===== src/rtl/mul_ctrl.sv =====
// Execute-stage sequencer for AArch64 multiply-accumulate instructions.
// Latches and extends operands, drives the iterative multiplier core and produces a one-cycle result.
module mul_ctrl (
   input  logic        clk,
   input  logic        resetn,
   input  logic        in_valid,
   input  logic        flush,
   input  logic [2:0]  op,
   input  logic        sf,
   input  logic [63:0] rn,
   input  logic [63:0] rm,
   input  logic [63:0] ra,
   output logic        stall,
   output logic        out_valid,
   output logic [63:0] result,
   output logic        core_valid,
   output logic [63:0] core_a,
   output logic [63:0] core_b,
   input  logic        core_done,
   input  logic [63:0] core_c
);

   typedef enum logic [2:0] {
      S_IDLE, S_ISSUE, S_WAIT, S_CAPTURE, S_FIN, S_DRAIN
   } state_t;

   state_t      state, state_nxt;
   logic [2:0]  op_q;
   logic        sf_q;
   logic [63:0] ra_q, a_q, b_q, prod_q, res_hold;
   logic [63:0] a_ext, b_ext, sum, fin_res;
   logic        accept, reserved_in, fast;

   always_comb begin
      a_ext = {32'b0, rn[31:0]};
      b_ext = {32'b0, rm[31:0]};
      case (op)
         3'd0, 3'd1: if (sf) begin
            a_ext = rn;
            b_ext = rm;
         end
         3'd2, 3'd3: begin
            a_ext = {{32{rn[31]}}, rn[31:0]};
            b_ext = {{32{rm[31]}}, rm[31:0]};
         end
         default: ;
      endcase
   end

   assign accept      = (state == S_IDLE) && in_valid && !flush;
   assign reserved_in = op[2] & op[1];
   // A zero operand (or a reserved op) needs no core pass: product is known to be 0.
   assign fast        = reserved_in || (a_ext == 64'd0) || (b_ext == 64'd0);

   always_ff @(posedge clk) begin
      if (!resetn) state <= S_IDLE;
      else         state <= state_nxt;
   end

   always_comb begin
      state_nxt = state;
      case (state)
         S_IDLE:    if (accept) state_nxt = fast ? S_FIN : S_ISSUE;
         S_ISSUE:   state_nxt = flush ? S_DRAIN : S_WAIT;
         S_WAIT:    if (flush) state_nxt = S_DRAIN;
                    else if (core_done) state_nxt = S_CAPTURE;
         S_CAPTURE: state_nxt = flush ? S_IDLE : S_FIN;
         S_FIN:     state_nxt = S_IDLE;
         S_DRAIN:   if (core_done) state_nxt = S_IDLE;
         default:   state_nxt = S_IDLE;
      endcase
   end

   always_comb begin
      core_valid = (state == S_ISSUE);
      out_valid  = (state == S_FIN) && !flush;
      stall      = accept || (state == S_ISSUE) || (state == S_WAIT) ||
                   (state == S_CAPTURE) || ((state == S_DRAIN) && in_valid);
   end

   always_ff @(posedge clk) begin
      if (!resetn) begin
         op_q     <= 3'd0;
         sf_q     <= 1'b0;
         ra_q     <= 64'd0;
         a_q      <= 64'd0;
         b_q      <= 64'd0;
         prod_q   <= 64'd0;
         res_hold <= 64'd0;
      end else begin
         if (accept) begin
            op_q <= op;
            sf_q <= sf;
            ra_q <= ra;
            a_q  <= a_ext;
            b_q  <= b_ext;
            if (fast) prod_q <= 64'd0;
         end
         if (state == S_CAPTURE) prod_q <= core_c;
         if (out_valid) res_hold <= fin_res;
      end
   end

   // Odd ops are the subtracting forms; only 32-bit MADD/MSUB truncate.
   always_comb begin
      sum = op_q[0] ? (ra_q - prod_q) : (ra_q + prod_q);
      if (op_q[2] & op_q[1])
         fin_res = 64'd0;
      else if ((op_q[2:1] == 2'b00) && !sf_q)
         fin_res = {32'b0, sum[31:0]};
      else
         fin_res = sum;
   end

   assign result = out_valid ? fin_res : res_hold;
   assign core_a = a_q;
   assign core_b = b_q;

endmodule

===== config.mk =====
export PLATFORM = sky130hd
export DESIGN_NAME = mul_ctrl
export DESIGN_NICKNAME = d
export VERILOG_FILES = /design/src/rtl/mul_ctrl.sv
export SDC_FILE = /design/constraint.sdc
export NUM_CORES = 1
export LEC_CHECK = 0
export BUFFER_PORTS_ARGS = -buffer_cell sky130_fd_sc_hd__buf_2
export CAP_MARGIN = 40
export CORE_UTILIZATION = 40
export CTS_CLUSTER_DIAMETER = 60
export CTS_CLUSTER_SIZE = 14
export DETAILED_ROUTE_END_ITERATION = 8
export GPL_ROUTABILITY_DRIVEN = 1
export PLACE_DENSITY_LB_ADDON = 0.25
export SYNTH_ARGS = -nofsm -noshare
export SYNTH_HDL_FRONTEND = slang
export SYNTH_SLANG_ARGS = --single-unit

===== constraint.sdc =====
create_clock -name clk -period 12.49 [get_ports clk]
set_input_delay 1.8735 -clock clk [delete_from_list [all_inputs] [get_ports clk]]
set_output_delay 1.8735 -clock clk [all_outputs]
set_load 0.05 [all_outputs]

==> results.toml <==
[run_status]
status = "finished clean"

[synthesis]
ys.warnings.count = 0
yosys.area_share.simple_pct = 22.4
ys_seq_area_share_pct = 36.6
synth_cells = 2277
ys.flop_type = "dfxtp_1"
post_synth_num_cell_types = 73
yosys.area_share.xor_xnor_pct = 5.92
synth_edf_count = 0
synth.area.mux_share_pct = 0.343
ys_seq_elements = 327
synth_top_family_by_area = "compound AO/OA/AOI/OAI gates"
synth_adder_area_share_pct = 4.59
syn_avg_cell_area_sq_um = 7.86
synthArstFlopShare_pct = 0
syn_nets = 2607
synth_area_sq_um = 17900
synth_compound_gate_area_share_pct = 26.3

[detailed_routing]
drc_errors = 0
drt_first_pass_iters = 7
num_vias = 18000
route.met2.wl_microns = 30400
routed-wl-met3_microns = 4470
antenna_left = 0
met1_length_microns = 28500
wl_microns = 65500
drt_iter0_markers = 1324
routed.top_layer = "met5"
routedWlPerCell_microns = 20.0
via_per_inst = 5.51

[timing]
fin_ws_ps = 4620
tightest_slew_ps = 926
max_slew_margin_pct = 38.2
fin_tns_setup_ps = 0
fmax_mhz = 127
hold_violations = 0
rsz0062_at_grt = "no"
setup-violations-final = 0
period_share_pct = 63.0
fin_skew_ps = 24.7
finalMaxSlewViolations = 0
fin_crit_ps = 7870

[pwr]
powerDensity_nw_per_um2 = 284
vdd_drop_max_mv = 0.124
p_leak_nw = 9.56

[critical_path]
crit_start = "prod_q[9]$_SDFFE_PN0P_"
cp.arrival_ps = 6000
start_kind = "flop"
worst-r2r-setup-slack_ps = 7250
critPathKind = "reg2out"
r2r_start = "prod_q[9]$_SDFFE_PN0P_"
critPathMaxFanout = 7
rr_endpoint = "res_hold[63]$_SDFF_PN0_"
critical_path.endpoint_type = "output pin"
reg2reg_depth = 16
crit_required_ps = 10620
critPathCapture = "result[63]"

[global_route]
grt_pass1_wl_microns = 98000
grt_pass1_vias = 17200
grt_use_total_pct = 27.9
grt_max_degree = 108
gr-total-overflow = 0
antenna_found_initial = 10

[clocking]
clockRootBuffer = "clkbuf_16"
cts.repair.resized = 0
worstSkewPairLatency_ps = 570
cts_hold_buf = 0
htree_levels = 2
cts_buffers = 36
cts_buffer_depth = 3
clock_sinks = 327
clkSlewWorstSetupHoldPaths_ps = 60
cts_setup_buffers = 0
cts_tree = "done"

[layout]
fin_nets = 2976
area_growth_pct = 22.0
drive_above_1_share_pct = 21.1
fin_util_pct = 49.5
final_common_cell = "buf_2"
final_cell_mix = "buf_2, nand2_1, dfxtp_1"

[worst_hold_path]
hold_depth = 2
holdCritPathClass = "reg2reg"

[placement]
port_buffers = 459
dp_hpwl_microns = 50400
place_congestion = 0.923
dpl_worst_slack_ps = 5180

[floorplan]
initial_core_util_pct = 40.5
die_x_microns = 213
die_y_microns = 213
die_area_sq_um = 45600
core_sq_um = 44100
rows = 77
io-pin-count = 460

[run]
max_cap_viol_count = 0
[worst max-delay path: stages, from the launching register on]
cell and delay [ps]:
dfxtp_1 360, or4_4 580, nor3_4 230, nand4_4 160
or4_4 590, nor3_1 440, a21oi_1 160, xnor2_1 160
ha_1 380, a21oi_1 170, o21bai_1 110, a2111oi_0 590
o21ai_0 150, a211o_1 330, a221oi_1 400, mux2i_1 130
a32o_1 280, buf_2 210
[cell usage after synthesis (8+ instances only)]
library cell | number | area, sq um
nand2_1 | 393 | 1480
dfxtp_1 | 327 | 6550
a21oi_1 | 181 | 906
nor2_1 | 167 | 627
o21ai_0 | 150 | 751
a21boi_0 | 139 | 1040
clkbuf_1 | 137 | 514
xnor2_1 | 94 | 823
nor2b_1 | 74 | 463
a22oi_1 | 67 | 503
ha_1 | 64 | 801
and2_1 | 47 | 294
a22o_1 | 45 | 394
nor4_1 | 40 | 250
a21o_1 | 36 | 270
inv_1 | 31 | 116
nand4_1 | 28 | 175
xor2_1 | 25 | 219
nor3_1 | 24 | 120
nand3_1 | 20 | 100
a31oi_1 | 18 | 113
and3_1 | 13 | 81.3
o21a_1 | 12 | 90.1
buf_1 | 9 | 33.8
o21bai_1 | 9 | 67.6
a211oi_1 | 8 | 60.1
nand2b_1 | 8 | 50.1
or3_1 | 8 | 50.1
[area by class of cell]
| type | count | area (sq um) |
|---|---|---|
| fill | 4404 | 22300 |
| sequential | 327 | 6550 |
| antenna | 7 | 17.5 |
| clock buffer | 44 | 941 |
| timing repair buffer | 481 | 2560 |
| inverter | 32 | 120 |
| multi-input combinational | 1768 | 10700 |
| tap | 592 | 741 |
| clock inverter | 16 | 201 |
[layer usage]
metal	GRT usage, %	up-vias
li1	-	8767
met1	36.7	8498
met2	45.5	636
met3	4.95	105
met4	10.7	4
met5	0	-
[where the power goes]
part | internal [mW] | switching (mW)
clock | 0.591 | 0.471
combinational | 1.27 | 2.63
sequential | 1.17 | 0.0781
total | 3.03 | 3.18
[sequential cells by signal (all words and copies together) (netlist names)]
name,count
op_q,3
res_hold,64
state,3
core_b,64
prod_q,64
core_a,64
sf_q,1
ra_q,64
[how the worst min path moves through the flow]
stage,end,slack (ps),from
final,res_hold[60]$_SDFF_PN0_,450,res_hold[60]$_SDFF_PN0_
after detailed placement,res_hold[60]$_SDFF_PN0_,440,res_hold[60]$_SDFF_PN0_
after global routing,res_hold[60]$_SDFF_PN0_,470,res_hold[60]$_SDFF_PN0_
after floorplan,res_hold[60]$_SDFF_PN0_,420,res_hold[60]$_SDFF_PN0_
after global placement,res_hold[60]$_SDFF_PN0_,430,res_hold[60]$_SDFF_PN0_
after CTS,res_hold[60]$_SDFF_PN0_,440,res_hold[60]$_SDFF_PN0_
[per-stage QoR]
step / hold WS [ps] / total power [mW] / instances / instance area (sq um)
after floorplan: 415 / 4.03 / 2277 / 17900
after global placement: 431 / 5.08 / 3192 / 20500
after detailed placement: 436 / 5.10 / 3200 / 20700
after CTS: 443 / 6.19 / 3260 / 21800
after global routing: 475 / 6.62 / 3266 / 21800
final: 450 / 6.21 / 3267 / 21800
[cell families (layout without fill, tap and decap cells)]
logic type	count (synthesis)	in the layout
flops	327	327
xor+xnor	120	120
simple gates	855	855
buf+inv	182	573
fa+ha+maj	65	65
mux	6	6
compound gates	722	722
other cells	0	7
Power figures use the tool's default switching activity.
